==> src/rtl/reset_sequencer_pkg.sv <==
// Shared types and helpers for the staged reset sequencer.
package reset_sequencer_pkg;

   // Sequencer states; the encodings are fixed so that waveforms and
   // debug probes read the same across every build of this block.
   typedef enum logic [1:0] {
      S_IDLE    = 2'd0,
      S_ASSERT  = 2'd1,
      S_RELEASE = 2'd2
   } state_e;

   // Width of the stage index: a single output still gets one bit.
   function automatic int stage_w(input int n);
      return (n <= 1) ? 1 : $clog2(n);
   endfunction

endpackage

==> src/rtl/reset_seq_timer.sv <==
// Interval timer: counts up from zero and flags when it reaches the
// terminal value. Shared by the hold interval and the stage gaps.
module reset_seq_timer #(
   parameter int CNT_W = 8
) (
   input  logic             clk,
   input  logic             rst_n,
   input  logic             clr,
   input  logic             en,
   input  logic [CNT_W-1:0] term,
   output logic             tc
);

   logic [CNT_W-1:0] cnt;

   // Clear has priority so a new interval always starts from zero.
   always_ff @(posedge clk or negedge rst_n) begin
      if (!rst_n)   cnt <= '0;
      else if (clr) cnt <= '0;
      else if (en)  cnt <= cnt + 1'b1;
   end

   assign tc = (cnt == term);

endmodule

==> src/rtl/reset_sequencer.sv <==
// Staged reset generator: asserts every reset output together, holds
// them for ASSERT_CYCLES, then releases them one by one, lowest first.
module reset_sequencer
   import reset_sequencer_pkg::*;
#(
   parameter int NUM_OUT       = 4,
   parameter int ASSERT_CYCLES = 16,
   parameter int STAGE_GAP     = 4,
   parameter int CNT_W         = 8
) (
   input  logic               clk,
   input  logic               rst_n,
   input  logic               req,
   output logic [NUM_OUT-1:0] reset_out,
   output logic               busy,
   output logic               done
);

   localparam int               SW     = stage_w(NUM_OUT);
   localparam logic [CNT_W-1:0] A_TERM = CNT_W'(ASSERT_CYCLES - 1);
   localparam logic [CNT_W-1:0] G_TERM = CNT_W'(STAGE_GAP - 1);
   localparam logic [SW-1:0]    LAST   = SW'(NUM_OUT - 1);

   // Refuse to elaborate with parameters the counters cannot represent.
   if (NUM_OUT < 1) begin : g_chk_num
      $error("reset_sequencer: NUM_OUT must be >= 1");
   end
   if (ASSERT_CYCLES < 1 || STAGE_GAP < 1) begin : g_chk_cyc
      $error("reset_sequencer: ASSERT_CYCLES and STAGE_GAP must be >= 1");
   end
   if (CNT_W < 1 || CNT_W > 30 ||
       (ASSERT_CYCLES - 1) >= (1 << CNT_W) ||
       (STAGE_GAP - 1) >= (1 << CNT_W)) begin : g_chk_w
      $error("reset_sequencer: CNT_W too small for the configured intervals");
   end

   state_e             state_q, state_d;
   logic [NUM_OUT-1:0] ro_q, ro_d;
   logic               busy_q, busy_d;
   logic               done_q, done_d;
   logic               pend_q, pend_d;
   logic [SW-1:0]      stage_q, stage_d;
   logic               tmr_clr, tmr_en, tmr_tc;
   logic [CNT_W-1:0]   tmr_term;

   // The hold and gap intervals share one timer; only the terminal moves.
   assign tmr_term = (state_q == S_RELEASE) ? G_TERM : A_TERM;

   reset_seq_timer #(.CNT_W(CNT_W)) u_timer (
      .clk   (clk),
      .rst_n (rst_n),
      .clr   (tmr_clr),
      .en    (tmr_en),
      .term  (tmr_term),
      .tc    (tmr_tc)
   );

   // Next-state, next-output and timer control.
   always_comb begin
      state_d = state_q;
      ro_d    = ro_q;
      busy_d  = busy_q;
      done_d  = 1'b0;
      pend_d  = pend_q;
      stage_d = stage_q;
      tmr_clr = 1'b0;
      tmr_en  = 1'b0;
      case (state_q)
         S_IDLE: begin
            if (req || pend_q) begin
               state_d = S_ASSERT;
               ro_d    = '1;
               busy_d  = 1'b1;
               pend_d  = 1'b0;
               tmr_clr = 1'b1;
            end
         end
         S_ASSERT: begin
            // Any request seen while busy, even on the completing edge,
            // is remembered as one more sequence.
            pend_d = pend_q | req;
            tmr_en = 1'b1;
            if (tmr_tc) begin
               tmr_clr  = 1'b1;
               ro_d[0]  = 1'b0;
               stage_d  = SW'(1);
               if (NUM_OUT == 1) begin
                  state_d = S_IDLE;
                  busy_d  = 1'b0;
                  done_d  = 1'b1;
                  ro_d    = '0;
               end else begin
                  state_d = S_RELEASE;
               end
            end
         end
         S_RELEASE: begin
            pend_d = pend_q | req;
            tmr_en = 1'b1;
            if (tmr_tc) begin
               tmr_clr = 1'b1;
               ro_d    = ro_q & ~(NUM_OUT'(1) << stage_q);
               stage_d = stage_q + SW'(1);
               if (stage_q == LAST) begin
                  state_d = S_IDLE;
                  busy_d  = 1'b0;
                  done_d  = 1'b1;
                  ro_d    = '0;
               end
            end
         end
         default: begin
            state_d = S_IDLE;
            ro_d    = '0;
            busy_d  = 1'b0;
         end
      endcase
   end

   // State and output registers; reset drops straight into the hold phase.
   always_ff @(posedge clk or negedge rst_n) begin
      if (!rst_n) begin
         state_q <= S_ASSERT;
         ro_q    <= '1;
         busy_q  <= 1'b1;
         done_q  <= 1'b0;
         pend_q  <= 1'b0;
         stage_q <= '0;
      end else begin
         state_q <= state_d;
         ro_q    <= ro_d;
         busy_q  <= busy_d;
         done_q  <= done_d;
         pend_q  <= pend_d;
         stage_q <= stage_d;
      end
   end

   assign reset_out = ro_q;
   assign busy      = busy_q;
   assign done      = done_q;

endmodule

==> config.mk <==
export PLATFORM = sky130hd
export DESIGN_NAME = reset_sequencer
export DESIGN_NICKNAME = d
export VERILOG_FILES = /design/src/rtl/reset_sequencer_pkg.sv /design/src/rtl/reset_seq_timer.sv /design/src/rtl/reset_sequencer.sv
export SDC_FILE = /design/constraint.sdc
export NUM_CORES = 1
export LEC_CHECK = 0
export BUFFER_PORTS_ARGS = -buffer_cell sky130_fd_sc_hd__buf_2
export CORE_MARGIN = 5
export CORE_UTILIZATION = 62
export CTS_CLUSTER_SIZE = 25
export DETAILED_ROUTE_END_ITERATION = 6
export PLACE_DENSITY_LB_ADDON = 0.1
export SLEW_MARGIN = 20
export SYNTH_ARGS = -nofsm -noshare
export SYNTH_HDL_FRONTEND = slang
export SYNTH_SLANG_ARGS = --single-unit
export TNS_END_PERCENT = 30
==> constraint.sdc <==
create_clock -name clk -period 5.9 [get_ports clk]
set_clock_uncertainty 0.1 [all_clocks]
set_input_delay 0 -clock clk [delete_from_list [all_inputs] [get_ports clk]]
set_output_delay 0 -clock clk [all_outputs]
set_load 0.005 [all_outputs]
======== Word level (Yosys, flattened, before mapping) ========
Cells that the tools add are included.
storage, ports and cells
  flip-flop bits (word level) ............. 19
  bits of input ports ..................... 3
  output and inout port bits .............. 6
operators by class
  add/sub/neg operators ................... 2
  eq/ne operators ......................... 8
  shifts and indexed selects .............. 1
  multiplexer cells ....................... 30
  bitwise operators ....................... 4
  reduce and logical (&&, ||, !) cells .... 12
operators by type and width
  kind                                                                      count
  4-bit two-way mux                                                         4
  8-bit two-way mux                                                         2
  2-bit two-way mux                                                         6
  1-bit two-way mux                                                         11
  3-bit one-hot mux with 3 select lines                                     1
  3-bit AND reduction                                                       3
  8-bit by 1-bit adder with 8-bit output (second input constant)            1
  8-bit by 4-bit == test with 1-bit output                                  1
  4-bit AND reduction                                                       2
  2-bit inequality test (second input constant)                             3
  1-bit one-hot mux with 3 select lines                                     2
  2-bit one-hot mux with 3 select lines                                     1
  2-bit nonzero test                                                        3
  4-bit AND                                                                 1
  2-bit == test (second input constant)                                     2
  4-bit NOT                                                                 1
  1-bit one-hot mux with 2 select lines                                     2
  2-bit one-hot mux with 2 select lines                                     1
  1-bit by 2-bit left shift with 4-bit output (first input constant)        1
  2-bit by 1-bit adder with 2-bit output (second input constant)            1
  2-bit by 1-bit == test with 1-bit output (second input constant)          1
  2-bit zero test                                                           1
  2-bit by 1-bit inequality test with 1-bit output (second input constant)  1
  2-bit AND reduction                                                       1
  other kinds (4)                                                           4

======== Depth between registers and ports, before layout ========
Gate-level depths: netlist (run 1).
  word-level depth ........................ 6
  depth in mapped cells ................... 7
  gate-level depth less buffers ........... 6

======== Hierarchy ========
From an unflattened synthesis (run 1), not the netlist that was laid out.
unflattened totals
  cell total of the unflattened synthesis .. 117
  area total of the unflattened synthesis .. 1183.6 um^2
by module, submodules not included
  module           instances  cells each  area each (um^2)  sequential area each (um^2)
  reset_sequencer  1          68          706.9             282.8
  reset_seq_timer  1          49          476.7             200.2

======== Worst setup path after synthesis (run 1) ========
OpenSTA, ideal clock, no wires.
  path type ............................... reg-to-reg
  start ................................... register state_q[0]
  end ..................................... register state_q[0]
  setup time .............................. 0.082 ns
  data arrival time ....................... 1.879 ns
  data required time ...................... 5.718 ns
  path slack .............................. 3.839 ns
  stages on the path, launching flop included .. 8
  clock period less this slack ............ 2.061 ns
  cell sequence ........................... dfstp_2 inv_1 ha_1 buf_2 and3b_1 o211ai_4 a221oi_2 mux2_2
between the ends
  word-level cells in the longest chain between the ends .. 5
  elaborated cells between the ends (all ways) .. 11
  classes of those cells .................. eq/ne: 7; mux: 2; reduce/logical: 2
ends and longest elaborated chain
  element                                   line                                          text
  start, declared                           reset_sequencer.sv:37                         state_e state_q, state_d;
  start signal, assigned                    reset_sequencer.sv:130                        state_q <= state_d;
  2-bit == test                             reset_sequencer.sv:47, reset_sequencer.sv:68
  4-bit two-way mux                         reset_sequencer.sv:47                         assign tmr_term = (state_q == S_RELEASE) ? G_TERM : A_TERM;
  8-bit by 4-bit == test with 1-bit output  reset_seq_timer.sv:23                         assign tc = (cnt == term);
  2-bit inequality test (no line)           n/a
  4-bit AND reduction (no line)             n/a
Parallel ways exist; a longest one is shown, timed or not.
A chain may end at the register's enable or synchronous reset.

======== Final worst setup path (run 1) ========
Ends and elaborated chain as after synthesis.

==> flow_summary.ini, run 1 <==
[yosys]
synth_common_cells = nor2_1, dfrtp_1, ha_1, inv_1, dfstp_2
yosysSeqAreaShare_pct = 42.7
ys_ff_latch = 19
ys_types = 39
syn-cell-area_sq_um = 1130
syn_inst = 109
yosys-top-cells-area = dfrtp_1, dfstp_2, ha_1
yosysWarningCount = 0
syn_avg_cell_area_sq_um = 10.4
synth_top_flop_cell = dfrtp_1
synth_edf_count = 0
yosysTopAreaCell = dfrtp_1
synthArstFlopShare_pct = 100
synth_top_cell_area_share_pct = 28.8
post-synth-top-count-cell = nor2_1
syn_nets = 122

[final_layout]
nFillCells = 153
diodes = 0
utilization_pct = 71.3
instances_no_fill = 145
drive_above_1_share_pct = 20.0
fin_nets = 134
area_growth_pct = 8.85

[clock_tree]
cts.reportedPaths.clkPinSlew_ns = 0.11
cts_buffer_depth = 2
cts_buffers = 3
post_cts_buffers = 0
htree_levels = 1
clkLatencyLatePin_ns = 0.29
cts_tree = built
clkSinkCount = 19
clock-root-buffer = clkbuf_4

[timing]
setup_violations = 0
rsz0062_at_grt = false
hold_violations = 1
fmax_mhz = 459
tns_ns = 0
max_slew_margin_pct = 68.6
fin_crit_ns = 2.18
drv_slew = 0
hold_slack_ns = -0.00313
tightestPinTransition_ns = 0.467
finalCritPeriodShare_pct = 36.9

[place]
gp_congestion = 0.796
dp_hpwl_mm = 1.50
dp.cells = 140
portBuffers = 8

[worst_setup_path]
cp.arrival_ns = 2.31
max_stage_delay_ns = 0.58
end_kind = register
crit_family = flip-flops
critPathSlowestCell = dfstp_2
worstPathRequired_ns = 6.03
start_kind = register
crit_type = register to register
path_buf_inv = 1
path_max_fanout = 10
crit_chain = inv_1, ha_1, and3b_1, o211ai_4, a221oi_2, mux2_2

[floorplan]
dieArea_sq_um = 2780
fp.dieH_um = 52.7
core_sq_um = 1730
start_util_pct = 65.5
num_io_pins = 9
rows = 15
die_w_um = 52.7

[detailed_routing]
vias = 800
drt-total-wl_mm = 2.01
drt_first_pass_iters = 4
route.detailed.drc = 0
via_per_inst = 5.52
drt_iter0_markers = 16
wl_per_cell_um = 13.9
ant_nets = 0

[grt]
grt_pass1_wl_mm = 3.42
grt_usage_pct = 16.7
grt_max_degree = 20
antenna_found_initial = 0
grt_pass1_vias = 741
overflow = 0

[power]
worst_ir_drop_vdd_mv = 0.304
p_leak_nw = 0.569
power_density_nw_per_um2 = 393
power.total_w = 0.000484

[run_status]
status = complete, but fails checks
violations = hold timing

[hold_path]
hp-class = input port to register

[flow_run]
maxCapViolCount = 0
logic make-up after synthesis:
| logic type | count (synthesis) | share of synthesized area [%] |
|---|---|---|
| flip-flops | 19 | 42.7 |
| XOR/XNOR | 7 | 5.42 |
| buffers and inverters | 11 | 3.76 |
| AO/OA/AOI/OAI | 22 | 16.6 |
| adder cells (fa/ha/maj) | 10 | 11.1 |
| multiplexers | 2 | 1.88 |
| AND/OR/NAND/NOR | 38 | 18.6 |
routing by layer:
layer,GRT usage (%),part of all wire [%],vias up
li1,-,-,402
met1,23.6,48,381
met2,26.2,47,15
met3,2.56,4.3,2
met4,5.11,0.70,0
met5,0,0,-
placed cells by master (no fill, tap or decap), drive strengths merged, types with 2 or more instances in the layout:
| cell type | Yosys | layout |
|---|---|---|
| nand2 | 4 | 4 |
| dfstp | 6 | 6 |
| a21oi | 3 | 3 |
| o22ai | 2 | 2 |
| xor2 | 3 | 3 |
| nor2 | 15 | 15 |
| clkbuf | 1 | 3 |
| xnor2 | 4 | 4 |
| nand2b | 3 | 3 |
| nor3 | 3 | 3 |
| dfrtp | 13 | 13 |
| o21ai | 3 | 3 |
| buf | 1 | 8 |
| inv | 9 | 9 |
| nand3 | 2 | 2 |
| o211ai | 2 | 2 |
| ha | 10 | 10 |
| a221o | 2 | 2 |
| nor2b | 3 | 3 |
| nand4 | 3 | 3 |
| a221oi | 2 | 2 |
state kept, by name, indices dropped and copies added, names as in the netlist:
signal and cells:
busy 1, done 1, pend_q 1, reset_out 4, stage_q 2, state_q 2, u_timer.cnt 8
worst paths after layout:
check                             startpoint            to  slack [ns]  depth (start not counted)
worst max-delay path              state_q[0]    state_q[0]        3.72                          6
worst min-delay path                     req        pend_q      -0.003                          3
worst max register to register    state_q[0]    state_q[0]        3.72                          6
worst min register to register  reset_out[0]  reset_out[0]        0.38                          2
max in group asynchronous              rst_n          busy        5.31                          2
min in group asynchronous              rst_n    state_q[1]        0.06                          2
where the power goes:
group | switching [W] | leakage, nW | total, W | internal (W)
Clock | 0.0000405 | 0.0177 | 0.0000657 | 0.0000252
Sequential | 0.0000336 | 0.236 | 0.000215 | 0.000181
Combinational | 0.000112 | 0.314 | 0.000204 | 0.0000920
through the flow:
stage / hold slack, ns / cell area [sq um] / setup WS (ns)
4_1_cts: 0.000413 / 1230 / 3.71
3_3_place_gp: -0.144 / 1190 / 3.80
2_1_floorplan: -0.396 / 1130 / 3.84
6_report: -0.00313 / 1230 / 3.72
3_5_place_dp: -0.143 / 1190 / 3.73
5_1_grt: 0.0152 / 1230 / 3.60
tightest hold or removal path, cell delays in order:
cell and delay, ns:
buf_2 0.09, nor2b_1 0.12, o22a_1 0.14
what timing repair did:
item / in CTS / in global routing
endpoints found under the setup margin: 0 / 0
hold buffers: 1 / 0
hold endpoints to repair: 19 / 0
gates resized for setup: 0 / 0
cell type report:
class / count / area (sq um) / share of cell area, %
Multi-Input combinational cell: 79 / 606 / 49.2
Sequential cell: 19 / 483 / 39.2
Timing Repair Buffer: 9 / 50.0 / 4.07
Inverter: 9 / 33.8 / 2.74
Tap cell: 25 / 31.3 / 2.54
Clock buffer: 3 / 22.5 / 1.83
Clock inverter: 1 / 5.00 / 0.407
No activity file was read; power rests on OpenSTA's default activity.
==> inputs of run 2 (changes only) <==
Settings changed: ABC_AREA set to 1, CORE_ASPECT_RATIO set to 0.6, CORE_UTILIZATION 62 to 52.
Clock period 5.9 ns to 1.9 ns, I/O delays scaled along.
==> flow_summary.ini, run 2 <==
[timing]
setup_ws_ns = 0.0836
drv_slew = 0
rsz0062_at_grt = true
setup_violations = 0
tightestPinTransition_ns = 0.421
finalCritPeriodShare_pct = 95.6
hold_violations = 0
max_slew_margin_pct = 72.0
fin_crit_ns = 1.82
tns_ns = 0
fmax_mhz = 551
hold_slack_ns = 0.107

[worst_setup_path]
cp.arrival_ns = 1.87
start_kind = register
critPathLaunch = state_q[0]
end_kind = register
crit_chain = inv_1, ha_1, inv_2, nand3_1, nand2_2, nand2_4, o21ai_4, nand2_2, nand2_1, nand2_1
cp.depth = 10
worstPathRequired_ns = 1.95
max_stage_delay_ns = 0.56
path_buf_inv = 2
critPathSlowestCell = dfstp_2
cp-endpoint = stage_q[1]
path_max_fanout = 8
crit_family = flip-flops
reg2reg_from = state_q[0]
ff2ff_path_depth = 10
regToRegEndpoint = stage_q[1]
reg2reg_slack_ns = 0.08
crit_type = register to register

[yosys]
syn-cell-area_sq_um = 1180
synth_common_cells = nand2_1, inv_1, dfrtp_1, nand3_1, nor2_1
ys_types = 28
yosysTopAreaCell = dfrtp_1
synthArstFlopShare_pct = 100
syn_avg_cell_area_sq_um = 8.51
synth_top_cell_area_share_pct = 27.5
yosysWarningCount = 0
synth_edf_count = 0
ys_ff_latch = 19
syn_nets = 152
yosysSeqAreaShare_pct = 40.8
yosys-top-cells-area = dfrtp_1, dfstp_2, ha_1
syn_inst = 139
synth_top_flop_cell = dfrtp_1
post-synth-top-count-cell = nand2_1

[place]
portBuffers = 8
gp_congestion = 0.783
dp_hpwl_mm = 1.78
post-place-ws_ns = 0.0761

[grt]
grt_pass1_wl_mm = 3.87
grt_usage_pct = 15.8
grt_max_degree = 20
overflow = 0
grt_pass1_vias = 821
antenna_found_initial = 0

[power]
p_seq_share_pct = 31.8
p_leak_nw = 0.684
pwr-share-clk_pct = 17.7
p_sw_share_pct = 42.3
netSwitchingPower_w = 0.000669
worst_ir_drop_vdd_mv = 0.553
p_comb_share_pct = 50.5
power_density_nw_per_um2 = 1170
internal-power_w = 0.000913
power.total_w = 0.00158

[flow_run]
maxCapViolCount = 0

[hold_path]
hp-class = input port to asynchronous set/reset pin

[final_layout]
final_cell_mix = nand2_1, inv_1, dfrtp_1
fin_nets = 167
drive_above_1_share_pct = 24.8
largest_reg_flops = 8
layout_commonest_cell = nand2_1
diodes = 0
area_growth_pct = 14.1
registers.top_by_ff_count = u_timer.cnt
nFillCells = 198

[clock_tree]
cts.reportedPaths.clkPinSlew_ns = 0.07
clock-root-buffer = clkbuf_8
cts_tree = built
clkLatencyLatePin_ns = 0.26
post_cts_buffers = 0
cts_buffer_depth = 2
htree_levels = 1
cts_buffers = 3
clkSinkCount = 19

[detailed_routing]
route.detailed.drc = 0
drt-total-wl_mm = 2.36
via_per_inst = 5.07
wl_per_cell_um = 12.9
drt_iter0_markers = 34
ant_nets = 0
vias = 927
drt_first_pass_iters = 4

[run_status]
status = completed

[floorplan]
dieArea_sq_um = 3360
start_util_pct = 54.7
core_sq_um = 2160
die_w_um = 71.6
fp.dieH_um = 46.9
rows = 13
num_io_pins = 9
## run 2: cell count changes in the layout (fill, tap and decap cells not counted), moves of 4 or more
| cell | previous run | this run |
|---|---|---|
| inv_1 | 9 | 19 |
| nand2_1 | 4 | 29 |
| nand2_2 | 0 | 4 |
| nand3_1 | 2 | 11 |
| nor2_1 | 15 | 11 |
## run 2: layout make-up
cell class | count | area, sq um | area share, %
Timing Repair Buffer | 12 | 75.1 | 5.57
Clock buffer | 3 | 41.3 | 3.06
Clock inverter | 1 | 5.00 | 0.371
Tap cell | 30 | 37.5 | 2.78
Sequential cell | 19 | 483 | 35.8
Multi-Input combinational cell | 98 | 632 | 46.8
Inverter | 20 | 75.1 | 5.57
## run 2: metrics by stage
| stage | cells | utilization [%] | cell area (sq um) |
|---|---|---|---|
| floorplan | 139 | - | 1180 |
| global placement | 177 | 58.1 | 1260 |
| detailed placement | 177 | 58.1 | 1260 |
| CTS | 183 | 61.1 | 1320 |
| global route | 183 | 62.3 | 1350 |
| finish | 183 | 62.3 | 1350 |
## run 2: kinds of logic (layout without fill, tap and decap cells)
| family | count (synthesis) | after routing | share of synthesized area (%) |
|---|---|---|---|
| fa+ha+maj | 10 | 10 | 10.6 |
| flops | 19 | 19 | 40.8 |
| compound gates | 9 | 9 | 5.61 |
| xor+xnor | 3 | 3 | 2.22 |
| simple gates | 76 | 76 | 32.8 |
| buf+inv | 22 | 36 | 7.94 |
## run 2: per-layer routing
layer / GRT usage (%) / part of all wire [%] / vias up
li1: - / - / 479
met1: 21.6 / 51 / 424
met2: 24.1 / 43 / 22
met3: 5.56 / 5.3 / 2
met4: 4.49 / 0.55 / 0
met5: 0 / 0 / -
## run 2: worst min-delay path by stage
stage | startpoint | to | slack [ns] | cells after the start
after floorplan | rst_n | done | -0.40 | 0
final | rst_n | stage_q[0] | 0.11 | 2
after detailed placement | rst_n | stage_q[1] | -0.13 | 1
after global placement | rst_n | stage_q[1] | -0.14 | 1
after global routing | rst_n | u_timer.cnt[7] | 0.16 | 2
after CTS | rst_n | u_timer.cnt[3] | 0.12 | 2
## run 2: power groups by stage
| stage | Combinational, W | Sequential, W | Clock [W] |
|---|---|---|---|
| global route | 0.000887 | 0.000507 | 0.000316 |
| floorplan | 0.000595 | 0.000508 | 0 |
| detailed placement | 0.000758 | 0.000510 | 0 |
| global placement | 0.000731 | 0.000508 | 0 |
| finish | 0.000799 | 0.000503 | 0.000281 |
| CTS | 0.000766 | 0.000503 | 0.000293 |
## run 2: timing repair
action / CTS / global route
gates resized for setup: 0 / 6
hold endpoints to repair: 20 / 0
hold buffers: 2 / 0
setup endpoints to repair: 0 / 9
## run 2: worst reg2reg max path, cell delays in order, from the launching register on
cell and delay (ns):
dfstp_2 0.56, inv_1 0.08, ha_1 0.28, inv_2 0.09, nand3_1 0.09, nand2_2 0.12, nand2_4 0.07, o21ai_4 0.12
nand2_2 0.10, nand2_1 0.07, nand2_1 0.05
==> inputs of run 3 (changes only) <==
Settings changed: CORE_UTILIZATION 52 to 53, SYNTH_HIERARCHICAL set to 1.
==> flow_summary.ini, run 3 <==
[grt]
grt_pass1_vias = 1145
antenna_found_initial = 0
grt_pass1_wl_mm = 5.35
grt_max_degree = 20
overflow = 0
grt_usage_pct = 18.9

[final_layout]
layout_commonest_cell = nand2_1
fin_nets = 217
area_growth_pct = 26.9
final_cell_mix = nand2_1, inv_1, buf_4
registers.top_by_ff_count = u_timer/cnt
diodes = 0
largest_reg_flops = 8
drive_above_1_share_pct = 28.1

[floorplan]
fp.dieH_um = 48.3
core_sq_um = 2240
num_io_pins = 9
die_w_um = 73.9
start_util_pct = 57.9
rows = 13
dieArea_sq_um = 3570

[timing]
finalCritPeriodShare_pct = 106
fin_crit_ns = 2.02
setup_violations = 7
fmax_mhz = 495
setup_ws_ns = -0.119
rsz0062_at_grt = true
tns_ns = -0.520
drv_slew = 0
hold_violations = 0

[yosys]
synth_edf_count = 0
synth_top_cell_area_share_pct = 25.0
yosysWarningCount = 6
ys_ff_latch = 19
synth_top_flop_cell = dfrtp_1
yosysSeqAreaShare_pct = 37.2
synth_common_cells = nand2_1, inv_1, dfrtp_1, nor2_1, ha_1
syn_inst = 167
yosys-top-cells-area = dfrtp_1, nand2_1, dfstp_2
syn_avg_cell_area_sq_um = 7.78
yosysTopAreaCell = dfrtp_1
syn-cell-area_sq_um = 1300
post-synth-top-count-cell = nand2_1
ys_types = 27
synthArstFlopShare_pct = 100

[hold_path]
hp-class = input port to asynchronous set/reset pin

[worst_setup_path]
cp.arrival_ns = 2.08
end_kind = register
start_kind = register
worstPathRequired_ns = 1.96
path_max_fanout = 6
crit_type = register to register

[clock_tree]
cts_tree = built
cts_buffers = 3
cts_buffer_depth = 2
clkSinkCount = 19
clock-root-buffer = clkbuf_8
cts.reportedPaths.clkPinSlew_ns = 0.07
htree_levels = 1
clkLatencyLatePin_ns = 0.26

[power]
p_leak_nw = 0.860
power_density_nw_per_um2 = 1350
p_sw_share_pct = 43.1
power.total_w = 0.00223
pwr-share-clk_pct = 12.9
internal-power_w = 0.00127
p_seq_share_pct = 30.0
worst_ir_drop_vdd_mv = 0.737
p_comb_share_pct = 57.1
netSwitchingPower_w = 0.000960

[detailed_routing]
drt-total-wl_mm = 2.99
via_per_inst = 5.05
ant_nets = 0
wl_per_cell_um = 12.8
route.detailed.drc = 0
vias = 1176
drt_iter0_markers = 107
drt_first_pass_iters = 4

[run_status]
violations = setup timing
status = complete, but fails checks

[flow_run]
maxCapViolCount = 0

[place]
post-place-ws_ns = -0.175
portBuffers = 8
gp_congestion = 0.892
dp_hpwl_mm = 2.33
[run 3: cell types whose count changed after synthesis, sizes merged, moves of 3 or more]
cell / before / now
xor2: 2 / 8
o21ai: 4 / 7
nand2: 36 / 48
a21oi: 2 / 5
nor3: 5 / 1
nor2: 14 / 17
inv: 20 / 26
[run 3: per-layer routing]
layer	wire, um	GRT usage, %
met5	0	0
met4	73	5.42
met1	1450	26.6
met2	1340	28.4
met3	138	4.94
[run 3: critical path: stages, from the launching register on]
cell and delay (ns):
dfstp_2 0.54, inv_2 0.05, ha_4 0.16, inv_4 0.06, xor2_1 0.05, nor2_1 0.11, nand2_1 0.07, nor2_2 0.11
inv_2 0.06, o21ai_4 0.17, nor2_4 0.10, nor2_4 0.12, nand4_1 0.10, nand2_1 0.08, nor2_1 0.04
[run 3: what timing repair did]
| action | 4_1_cts | 5_1_grt |
|---|---|---|
| pin swaps | 8 | 2 |
| endpoints found under the setup margin | 12 | 17 |
| hold buffers | 2 | 0 |
| hold endpoints to repair | 20 | 0 |
| gates resized for setup | 2 | 5 |
| setup buffers | 3 | 2 |
[run 3: path summary, 6_finish.rpt]
path,depth (start not counted),start,slack [ns],end
setup / recovery,14,state_q[0],-0.12,u_timer/cnt[6]
hold / removal,2,rst_n,0.12,pend_q
setup reg to reg,14,state_q[0],-0.12,u_timer/cnt[6]
hold reg to reg,2,busy,0.36,busy
max in group asynchronous,2,rst_n,1.25,reset_out[3]
min in group clk,2,busy,0.36,busy
[run 3: logic make-up after synthesis]
| group | share of synthesized area (%) |
|---|---|
| other | 0.578 |
| buffers and inverters | 8.77 |
| AOI/OAI and AO/OA | 7.51 |
| and+or+nand+nor | 30.2 |
| xor gates and xnor gates | 6.07 |
| DFF | 37.2 |
| adders and majority gates | 9.63 |
[run 3: area by class of cell]
cell class	instances	area, sq um
Multi-Input combinational cell	124	772
Tap cell	30	37.5
Clock buffer	4	45.0
Inverter	26	100
Timing Repair Buffer	30	210
Sequential cell	19	483
Fill cell	171	597
[run 3: power by group through the flow]
| stage | logic, W | clock network [W] | registers [W] |
|---|---|---|---|
| 3_5_place_dp | 0.00117 | 0 | 0.000674 |
| 5_1_grt | 0.00142 | 0.000311 | 0.000683 |
| 4_1_cts | 0.00122 | 0.000291 | 0.000666 |
| 3_3_place_gp | 0.00112 | 0 | 0.000663 |
| 2_1_floorplan | 0.000763 | 0 | 0.000677 |
| 6_report | 0.00127 | 0.000287 | 0.000668 |
[run 3: stage by stage]
stage	instance area, sq um	utilization, %	hold slack [ns]	instances
2_1_floorplan	1350	-	-0.396	171
3_3_place_gp	1520	67.8	-0.135	222
3_5_place_dp	1520	67.8	-0.128	222
4_1_cts	1620	72.0	0.142	231
5_1_grt	1650	73.4	0.148	233
6_report	1650	73.4	0.115	233
